## config.mk

```make
export PLATFORM = sky130hd
export DESIGN_NAME = io_peripheral_responder_flat
export DESIGN_NICKNAME = d
export VERILOG_FILES = /design/src/rtl/io_peripheral_responder_if.sv /design/src/rtl/io_peripheral_responder.sv /design/src/flat_wrapper.sv
export SDC_FILE = /design/constraint.sdc
export NUM_CORES = 1
export LEC_CHECK = 0
export BUFFER_PORTS_ARGS = -buffer_cell sky130_fd_sc_hd__buf_2
export CAP_MARGIN = 0
export CELL_PAD_IN_SITES_DETAIL_PLACEMENT = 1
export CELL_PAD_IN_SITES_GLOBAL_PLACEMENT = 1
export CORE_UTILIZATION = 48
export DETAILED_ROUTE_END_ITERATION = 6
export HOLD_SLACK_MARGIN = 0.05
export PLACE_DENSITY = 0.95
export REMOVE_ABC_BUFFERS = 1
export SETUP_SLACK_MARGIN = 0.5
export SKIP_LAST_GASP = 1
export SLEW_MARGIN = 20
export SYNTH_ARGS = -nofsm -noshare
export SYNTH_HDL_FRONTEND = slang
export SYNTH_SLANG_ARGS = --single-unit
```

## constraint.sdc

```tcl
create_clock -name clk_48 -period 7.8 [get_ports clk_48]
set_clock_uncertainty 0.1 [all_clocks]
set_input_delay 1.56 -clock clk_48 [delete_from_list [all_inputs] [get_ports clk_48]]
set_output_delay 1.56 -clock clk_48 [all_outputs]
set_load 0.01 [all_outputs]
```

## src/rtl/io_peripheral_responder_if.sv

```systemverilog
// CPU IO bus between the CPU IO port (master) and the peripheral responder (slave).
interface io_peripheral_responder_if;
    logic        io_addr_strobe;
    logic        io_read_strobe;
    logic        io_write_strobe;
    logic [31:0] io_addr;
    logic [3:0]  io_byte_enable;
    logic [31:0] io_write_data;
    logic [31:0] io_read_data;
    logic        io_ready;

    modport master (
        output io_addr_strobe, io_read_strobe, io_write_strobe,
        output io_addr, io_byte_enable, io_write_data,
        input  io_read_data, io_ready
    );

    modport slave (
        input  io_addr_strobe, io_read_strobe, io_write_strobe,
        input  io_addr, io_byte_enable, io_write_data,
        output io_read_data, io_ready
    );
endinterface

```

## src/rtl/io_peripheral_responder.sv

```systemverilog
// IO bus responder: ID, LED, tick counter and an RX byte FIFO, one-cycle ready per transaction.
module io_peripheral_responder #(
    parameter int unsigned FIFO_DEPTH_LOG2 = 3
) (
    input  logic                      clk_48,
    input  logic                      rst,
    io_peripheral_responder_if.slave  io,
    input  logic [7:0]                rx_data,
    input  logic                      rx_data_valid,
    output logic [2:0]                led
);
    localparam int unsigned DEPTH = 1 << FIFO_DEPTH_LOG2;
    localparam int unsigned CW    = FIFO_DEPTH_LOG2 + 1;
    localparam logic [31:0] ID_WORD = 32'h4F4D4931;

    typedef enum logic [1:0] {
        REG_ID     = 2'd0,
        REG_LED    = 2'd1,
        REG_TICK   = 2'd2,
        REG_RXFIFO = 2'd3
    } reg_sel_e;

    reg_sel_e                   sel;
    logic                       wr_txn, rd_txn;
    logic                       full, empty, pop_ok, push_ok;
    logic                       ovf_set, ovf_clr, overflow;
    logic [31:0]                tick, rd_word;
    logic [7:0]                 mem [DEPTH];
    logic [7:0]                 head;
    logic [FIFO_DEPTH_LOG2-1:0] wr_ptr, rd_ptr;
    logic [CW-1:0]              count, count_after;
    logic                       unused;

    assign unused = ^{io.io_addr[31:4], io.io_addr[1:0], io.io_byte_enable[3:1], io.io_write_data[31:3]};

    always_comb begin
        sel     = reg_sel_e'(io.io_addr[3:2]);
        // Both or neither strobe: answered like a read, but with no side effects at all.
        wr_txn  = io.io_addr_strobe & io.io_write_strobe & ~io.io_read_strobe;
        rd_txn  = io.io_addr_strobe & io.io_read_strobe & ~io.io_write_strobe;
        full    = (count == CW'(DEPTH));
        empty   = (count == '0);
        pop_ok  = rd_txn && (sel == REG_RXFIFO) && !empty;
        // Full check ignores a same-cycle pop: the freed slot is not reusable until next cycle.
        push_ok = rx_data_valid & ~full;
        ovf_set = rx_data_valid & full;
        ovf_clr = wr_txn && (sel == REG_RXFIFO) && io.io_byte_enable[0] && io.io_write_data[0];
        head    = mem[rd_ptr];
        count_after = count - CW'(pop_ok);
        rd_word = '0;
        case (sel)
            REG_ID:     rd_word = ID_WORD;
            REG_LED:    rd_word = {29'b0, led};
            REG_TICK:   rd_word = tick;
            REG_RXFIFO: rd_word = {pop_ok, overflow, 14'b0, 8'(count_after), pop_ok ? head : 8'h00};
            default:    rd_word = '0;
        endcase
    end

    always_ff @(posedge clk_48 or posedge rst) begin
        if (rst) begin
            io.io_ready     <= 1'b0;
            io.io_read_data <= '0;
            led             <= '0;
            tick            <= '0;
            wr_ptr          <= '0;
            rd_ptr          <= '0;
            count           <= '0;
            overflow        <= 1'b0;
        end else begin
            io.io_ready     <= io.io_addr_strobe;
            io.io_read_data <= io.io_addr_strobe ? rd_word : '0;
            if (wr_txn && (sel == REG_LED) && io.io_byte_enable[0])
                led <= io.io_write_data[2:0];
            // A write clears the count in the strobe cycle, so the following cycle already reads 1.
            tick <= (wr_txn && (sel == REG_TICK)) ? 32'd1 : tick + 32'd1;
            if (push_ok)
                wr_ptr <= wr_ptr + FIFO_DEPTH_LOG2'(1);
            if (pop_ok)
                rd_ptr <= rd_ptr + FIFO_DEPTH_LOG2'(1);
            count <= count + CW'(push_ok) - CW'(pop_ok);
            if (ovf_set)
                overflow <= 1'b1;
            else if (ovf_clr)
                overflow <= 1'b0;
        end
    end

    always_ff @(posedge clk_48) begin
        if (push_ok)
            mem[wr_ptr] <= rx_data;
    end
endmodule
```

## src/flat_wrapper.sv

```systemverilog
// flat-port wrapper written by rule: the top's interface ports become plain ports
module io_peripheral_responder_flat 
#(
    parameter int unsigned FIFO_DEPTH_LOG2 = 3
)
  (clk_48, rst, rx_data, rx_data_valid, led, io_io_addr_strobe, io_io_read_strobe, io_io_write_strobe, io_io_addr, io_io_byte_enable, io_io_write_data, io_io_read_data, io_io_ready);
  io_peripheral_responder_if io_i ();
  input  logic clk_48;
  input  logic rst;
  input  logic [7:0] rx_data;
  input  logic rx_data_valid;
  output logic [2:0] led;
  input wire logic [$bits(io_i.io_addr_strobe)-1:0] io_io_addr_strobe;
  input wire logic [$bits(io_i.io_read_strobe)-1:0] io_io_read_strobe;
  input wire logic [$bits(io_i.io_write_strobe)-1:0] io_io_write_strobe;
  input wire logic [$bits(io_i.io_addr)-1:0] io_io_addr;
  input wire logic [$bits(io_i.io_byte_enable)-1:0] io_io_byte_enable;
  input wire logic [$bits(io_i.io_write_data)-1:0] io_io_write_data;
  output wire logic [$bits(io_i.io_read_data)-1:0] io_io_read_data;
  output wire logic [$bits(io_i.io_ready)-1:0] io_io_ready;
  assign io_i.io_addr_strobe = io_io_addr_strobe;
  assign io_i.io_read_strobe = io_io_read_strobe;
  assign io_i.io_write_strobe = io_io_write_strobe;
  assign io_i.io_addr = io_io_addr;
  assign io_i.io_byte_enable = io_io_byte_enable;
  assign io_i.io_write_data = io_io_write_data;
  assign io_io_read_data = io_i.io_read_data;
  assign io_io_ready = io_i.io_ready;
  io_peripheral_responder #(.FIFO_DEPTH_LOG2(FIFO_DEPTH_LOG2)) u_core (.clk_48(clk_48), .rst(rst), .io(io_i), .rx_data(rx_data), .rx_data_valid(rx_data_valid), .led(led));
endmodule
```

; Yosys cells after proc, flatten, opt, wreduce, memory -nomap -nowiden
; Memory sizes are Yosys's and may differ from the RTL's.
; Cells that the tools add are included.
[word_totals]
word_cells = 48
out_inout_bits = 36
memories = 1
regBits = 79
ram_bits = 64
input_bits = 82
[op_classes]
n_eq_ne = 4
n_bitwise = 9
n_reduce_logical = 12
muxes = 8
n_addsub = 6
[memory_table]
columns = name, words, width, read_ports, rd_ports_with_merged_regs, wr, line_no
row1 = u_core.mem, 8, 8, 1, 0, 1, io_peripheral_responder.sv:28  ; logic [7:0] mem [DEPTH];
[op_table]
columns = cell, n
row1 = $pmux W32 S4, 1
row2 = $mux W32, 2
row3 = $add A32 B1 Y32 const B, 1
row4 = $logic_and A1 B1 Y1, 8
row5 = $mux W8, 1
row6 = $sub A4 B1 Y4, 2
row7 = $add A3 B1 Y3 const B, 2
row8 = $and A1 B1 Y1, 6
row9 = $add A4 B1 Y4, 1
row10 = $eq A2 B2 Y1 const B, 2
row11 = $eq A4 B4 Y1 const B, 1
row12 = $logic_not A4 Y1, 1
row13 = $mux W1, 4
row14 = $not A1 Y1, 3
row15 = $eq A2 B1 Y1 const B, 1
row16 = $logic_not A2 Y1, 1
row17 = $reduce_bool A2 Y1, 1
row18 = $logic_not A1 Y1, 1

; Longest topological paths before layout
; Gate-level depths: netlist of the first run.
[logic_depth]
ltp_word = 7
depth_mapped = 11
depth_no_buf = 11

; Least setup slack after synthesis of the first run
; No wires, ideal clock.
[synth_timing]
path_type = in2reg
from = input io_io_addr[2]
to = register u_core.count[1]
setup_time_ps = 136
t_required_ps = 7564
path_stages = 8
arrival_time_ps = 3126
path_slack_ps = 4439
n_path_buf = 1
cell_sequence = clkbuf_1 nand4_1 a211o_1 inv_1 ha_1 inv_1 ha_1 fa_1
[synth_between]
elab_chain_cells = 4
[synth_lines]
columns = element, line_no
row1 = from (decl), flat_wrapper.sv:16  ; input wire logic [$bits(io_i.io_addr)-1:0] io_io_addr;
row2 = $eq A2 B2 Y1, io_peripheral_responder.sv:43  ; pop_ok = rd_txn && (sel == REG_RXFIFO) && !empty;
row3 = $logic_and A1 B1 Y1 (2 in a row), io_peripheral_responder.sv:43
row4 = $sub A4 B1 Y4, io_peripheral_responder.sv:81  ; count <= count + CW'(push_ok) - CW'(pop_ok);
row5 = to (signal assigned), io_peripheral_responder.sv:81
row6 = to (decl), io_peripheral_responder.sv:31  ; logic [CW-1:0] count, count_after;
; Every way passes these cells.
; A chain may end at the register's enable or synchronous reset.

; Worst setup path after layout of the first run
[layout_timing]
from = input io_io_addr[3]
to = register u_core.count[3]
; The elaborated chain is that of the path after synthesis.

==> flow_metrics.tcl, run 1 <==
set metrics [dict create \
    status "finished clean" \
    ys_seq_elements 143 \
    synth_top_area_share_pct 32.6 \
    crit_slowest_cell "a211o_1" \
    final_cells 696 \
    required_ns 8.05 \
    nets 610 \
    fin_ws_ns 4.15 \
    grt_pass1_wl_um 23400 \
    synth_edf_count 64 \
    finalCritPeriodShare_pct 46.8 \
    grt_start_max_net_pins 80 \
    n_antenna_cell 0 \
    post_synth_num_cell_types 43 \
    placed_cells 664 \
    io_buffers 55 \
    grt.total_usage_pct 24.9 \
    start_kind "input pin" \
    antenna_found_initial 0 \
    final_layout_size_suffix_gt1_share_pct 19.5 \
    post-route-min-period_ns 3.65 \
    ir_worst_vdd_uv 207 \
    fp.dieH_um 114 \
    rows 40 \
    cts_root_buf "clkbuf_16" \
    synth_fa_ha_area_share_pct 2.80 \
    multi_input_area_mm2 0.00198 \
    regArea_mm2 0.00390 \
    critical_path_class "input pin to flip-flop" \
    tritoncts "yes" \
    mostFrequentLayoutCell "dfrtp_1" \
    core-area_mm2 0.0122 \
    die_x_um 114 \
    hp-class "flip-flop to flip-flop" \
    grt_overflow 0 \
    p_sw_share_pct 29.7 \
    clockBufferDepth 2 \
    seq_area_frac_synth_pct 64.2 \
    finalMaxSlewViolations 0 \
    dp_hpwl_um 9660 \
    cp_cell_sequence "buf_2 > nand4_1 > a211o_1 > inv_1 > ha_1 > inv_1 > ha_1 > a21oi_1 > nor2_1 > nor2_1 > xor2_1" \
    via_count 3979 \
    post_cts_resized 0 \
    switchingPower_mw 0.680 \
    worstPathArrival_ns 3.90 \
    p_comb_share_pct 19.2 \
    tightest_slew_ns 1.01 \
    synth_cells 461 \
    synth_mux_area_share_pct 7.79 \
    ant_nets 0 \
    yosysTopAreaCell "dfrtp_1" \
    crit_path_end_kind "flip-flop" \
    seqPwrFrac_pct 47.4 \
    max_slew_margin_pct 32.5 \
    pre_cts_ws_ns 3.71 \
    path_max_fanout 26 \
    setup_viol 0 \
    post-cts-setup-buffers 0 \
    cts_buffers 17 \
    routabilityCongestion 0.832 \
    rsz0062_at_grt "no" \
    worst_skew_pair.late_latency_ns 0.43 \
    max_freq_ghz 0.274 \
    wl_per_cell_um 21.0 \
    drv_cap 0 \
    synth-main-ff-cell "dfrtp_1" \
    cts_sinks 143 \
    grt_pass1_vias 4416 \
    synthTopCellsByArea "dfrtp_1 33%, edfxtp_1 32%, mux4_2 5.9%, a21oi_1 2.8%, ha_1 2.5%" \
    synth_top_family_by_area "simple AND/OR/NAND/NOR gates" \
    final_cell_mix "79 x dfrtp_1, 64 x edfxtp_1, 55 x buf_2" \
    htreeDepth 4 \
    whs_ns 0.436 \
    drtIter0Drc 201 \
    drc 0 \
    fill_cells 1222 \
    boundaryPins 118 \
    p_per_area_mw_per_mm2 326 \
    async_flop_share_pct 55.2 \
    design.die.area_mm2 0.0131 \
    fin_tns_setup_ns 0 \
    avgSynthCellArea_um2 13.2 \
    yosys.area_share.xor_xnor_pct 2.60 \
    synth_area_mm2 0.00607 \
    clkPwrFrac_pct 33.5 \
    hold_buffers 0 \
    synth_compound_area_share_pct 7.11 \
    hold_viol 0 \
    initial_utilization_pct 49.9 \
    synthSimpleGateAreaFrac_pct 12.3 \
    firstDrtPassIters 4 \
    ys_warn_count 0 \
    clk_pin_slew_ns 0.06 \
    area_growth_pct 15.9 \
    total_leakage_power_nw 2.87 \
    wirelength_um 14600 \
    max_stage_delay_ns 0.50 \
    viasPerCell 5.72 \
    intPower_mw 1.61 \
]
-- routing by layer --
layer  GRT usage (%)  vias to the layer above  routed length [µm]
met5               0                        -                   0
met4            10.6                        0                 263
met3            5.51                       24                 522
met2            46.5                       88                8240
met1            27.1                     2069                5570
li1                -                     1798                   -
-- logic make-up after synthesis --
logic type,Yosys count
buffers and inverters,49
XOR/XNOR,18
AND/OR/NAND/NOR,137
AO/OA/AOI/OAI,74
adder cells (fa/ha/maj),13
flip-flops,143
multiplexers,27
-- layout make-up --
type | count | share of cell area [%]
well taps | 168 | 2.99
repair buffers | 58 | 4.23
clock inverters | 8 | 1.30
clock buffers | 24 | 6.56
flip-flops and latches | 143 | 55.4
inverters | 26 | 1.40
multi-input cells | 269 | 28.1
-- sequential cells by signal, summed over array words and instances, names as in the netlist --
register and count:
u_core.overflow 1, u_core.count 4, u_core.io.io_read_data 32, u_core.rd_ptr 3
u_core.led 3, u_core.wr_ptr 3, u_core.mem 64, u_core.tick 32
u_core.io.io_ready 1
-- worst paths after layout --
kind / startpoint / endpoint / slack, ns / cells past startpoint
worst max-delay path: io_io_addr[3] / u_core.count[3] / 4.15 / 11
worst min-delay path: u_core.overflow / u_core.overflow / 0.44 / 1
worst max register to register: u_core.count[2] / u_core.count[2] / 5.08 / 9
worst min register to register: u_core.overflow / u_core.overflow / 0.44 / 1
max in group asynchronous: rst / u_core.tick[18] / 5.63 / 3
min in group asynchronous: rst / u_core.io.io_read_data[29] / 1.34 / 3
-- power groups by stage --
| stage | Clock, mW | Sequential (mW) | Combinational [mW] |
|---|---|---|---|
| finish | 0.768 | 1.09 | 0.439 |
| global route | 0.812 | 1.11 | 0.484 |
| CTS | 0.781 | 1.09 | 0.448 |
| detailed placement | 0 | 1.10 | 0.439 |
| global placement | 0 | 1.08 | 0.400 |
| floorplan | 0 | 1.05 | 0.304 |
-- critical path, delay by kind of cell --
family                   cells  cell delay (ns)
AO/OA/AOI/OAI                2             0.64
XOR/XNOR                     1             0.16
adder cells (fa/ha/maj)      2             0.45
buffers and inverters        3             0.73
AND/OR/NAND/NOR              3             0.35
-- stage by stage --
stage / total power, mW / cell area, µm² / util [%]
6_report: 2.29 / 7040 / 57.9
5_1_grt: 2.40 / 7040 / 57.9
4_1_cts: 2.32 / 7040 / 57.9
3_5_place_dp: 1.54 / 6490 / 53.3
3_3_place_gp: 1.48 / 6490 / 53.3
2_1_floorplan: 1.36 / 5980 / -
-- synth_stat cells (2+ instances only) --
cell and n:
a21o_1 2, a21oi_1 34, a22oi_1 2, a31oi_1 2
and2_1 4, and3_1 9, and4_1 9, buf_1 2
buf_2 3, clkbuf_1 16, dfrtp_1 79, edfxtp_1 64
ha_1 12, inv_1 26, mux2_2 2, mux2i_1 9
mux4_2 16, nand2_1 33, nand2b_1 4, nand3_1 12
nand4_1 9, nor2_1 25, nor2b_1 8, nor3_1 4
nor4_1 2, o21ai_0 15, o22ai_1 3, o31ai_1 10
or3_1 5, or4_1 11, xnor2_1 13, xor2_1 5
No activity file was read; power rests on OpenSTA's default activity.
==> run 2, diff against run 1 <==
Settings changed: CORE_UTILIZATION 48 to 40, PLACE_DENSITY 0.95 to 0.86.
Clock period 7.8 ns to 3 ns, I/O delays scaled along.
==> flow_metrics.tcl, run 2 (synthesis results as in run 1) <==
set metrics [dict create \
    status "finished clean" \
    intPower_mw 4.10 \
    wl_per_cell_um 20.1 \
    drv_cap 0 \
    wirelength_um 14700 \
    p_per_area_mw_per_mm2 836 \
    seqPwrFrac_pct 46.0 \
    cts_sinks 143 \
    path_max_fanout 15 \
    clk_pin_slew_ns 0.06 \
    reg2reg_depth 5 \
    cp_cell_sequence "ha_2 > nand4_4 > or4_4 > or4_1 > a21oi_1" \
    max_stage_delay_ns 0.57 \
    fin_area_mm2 0.00721 \
    required_ns 3.24 \
    post-route-min-period_ns 2.40 \
    p_comb_share_pct 20.3 \
    hold_buffers 0 \
    antenna_found_initial 0 \
    critical_path_class "flip-flop to flip-flop" \
    initial_utilization_pct 41.3 \
    via_count 4045 \
    cts_root_buf "clkbuf_16" \
    grt_overflow 0 \
    rsz0062_at_grt "no" \
    rows 44 \
    viasPerCell 5.54 \
    largest_reg_flops 64 \
    htreeDepth 4 \
    drc 0 \
    max_freq_ghz 0.417 \
    placed_cells 698 \
    final_cells 730 \
    final_layout_size_suffix_gt1_share_pct 24.0 \
    clockBufferDepth 2 \
    mostFrequentLayoutCell "dfrtp_1" \
    r2r_end "u_core.tick[22]" \
    grt_start_max_net_pins 53 \
    finalMaxSlewViolations 0 \
    die_x_um 125 \
    worstPathArrival_ns 2.64 \
    boundaryPins 118 \
    regMostFlops "u_core.mem" \
    routabilityCongestion 0.770 \
    whs_ns 0.228 \
    hold_viol 0 \
    worst_skew_pair.late_latency_ns 0.43 \
    crit_path_end_kind "flip-flop" \
    nets 628 \
    grt_pass1_vias 4389 \
    grt.total_usage_pct 20.4 \
    tritoncts "yes" \
    r2r-start "u_core.tick[0]" \
    drtIter0Drc 220 \
    cts_buffers 17 \
    design.die.area_mm2 0.0157 \
    reg2reg_setup_slack_ns 0.60 \
    n_antenna_cell 0 \
    tightest_slew_ns 0.890 \
    reg.largest.list "u_core.mem: 64 flops, u_core.io.io_read_data: 32 flops, u_core.tick: 32 flops" \
    switchingPower_mw 1.93 \
    final_cell_mix "79 x dfrtp_1, 64 x edfxtp_1, 55 x buf_2" \
    ant_nets 0 \
    clkPwrFrac_pct 33.6 \
    max_slew_margin_pct 40.6 \
    start_kind "flip-flop" \
    post-cts-setup-buffers 0 \
    finalCritPeriodShare_pct 79.9 \
    place_area_mm2 0.00664 \
    crit_slowest_cell "or4_4" \
    p_sw_share_pct 32.0 \
    area_growth_pct 18.7 \
    firstDrtPassIters 6 \
    ir_worst_vdd_uv 508 \
    grt_pass1_wl_um 23700 \
    io_buffers 55 \
    dp_hpwl_um 10000 \
    core-area_mm2 0.0147 \
    fp.dieH_um 125 \
    fin_tns_setup_ns 0 \
    setup_viol 0 \
    hp-class "input pin to async pin" \
    total_leakage_power_nw 2.98 \
]
## run 2: worst max path at each step
stage / to / from / slack [ns] / cells after the start
after floorplan: u_core.count[0] / rst / 0.28 / 1
after global placement: u_core.count[2] / rx_data_valid / 0.58 / 9
after detailed placement: u_core.tick[22] / u_core.tick[0] / 0.50 / 5
after CTS: u_core.tick[22] / u_core.tick[0] / 0.53 / 5
after global routing: u_core.tick[22] / u_core.tick[0] / 0.51 / 5
final: u_core.tick[22] / u_core.tick[0] / 0.60 / 5
## run 2: critical path, delay by kind of cell (launching register included)
family	cells	cell delay (ns)
flops	1	0.44
compound gates	1	0.21
simple gates	3	1.29
fa+ha+maj	1	0.26
## run 2: per-layer routing
metal | share of wire [%] | GRT usage (%)
met1 | 41 | 23.3
met2 | 53 | 36.9
met3 | 4.2 | 5.01
met4 | 1.9 | 7.60
met5 | 0 | 0
## run 2: final cells by class
class	instances	area, µm²
fillers	1500	7490
multi-input cells	269	1980
flip-flops and latches	143	3900
well taps	184	230
clock inverters	15	140
inverters	26	98.8
repair buffers	76	433
clock buffers	17	425
## run 2: timing repair
item | CTS | global route
endpoints found under the hold margin | 0 | 0
gates resized for setup | 0 | 2
pin swaps | 1 | 0
gates cloned | 0 | 0
endpoints found under the setup margin | 1 | 2
## run 2: power by group through the flow
stage | registers (mW) | clock network (mW) | logic [mW]
floorplan | 2.74 | 0 | 0.790
global placement | 2.76 | 0 | 1.13
detailed placement | 2.80 | 0 | 1.23
CTS | 2.78 | 2.06 | 1.25
global route | 2.82 | 2.15 | 1.36
finish | 2.77 | 2.03 | 1.23
## run 2: stage by stage
stage	power [mW]	setup slack, ns	util [%]
5_1_grt	6.33	0.507	49.0
4_1_cts	6.08	0.530	49.0
2_1_floorplan	3.53	0.277	-
3_3_place_gp	3.90	0.575	45.2
6_report	6.02	0.603	49.0
3_5_place_dp	4.03	0.497	45.2
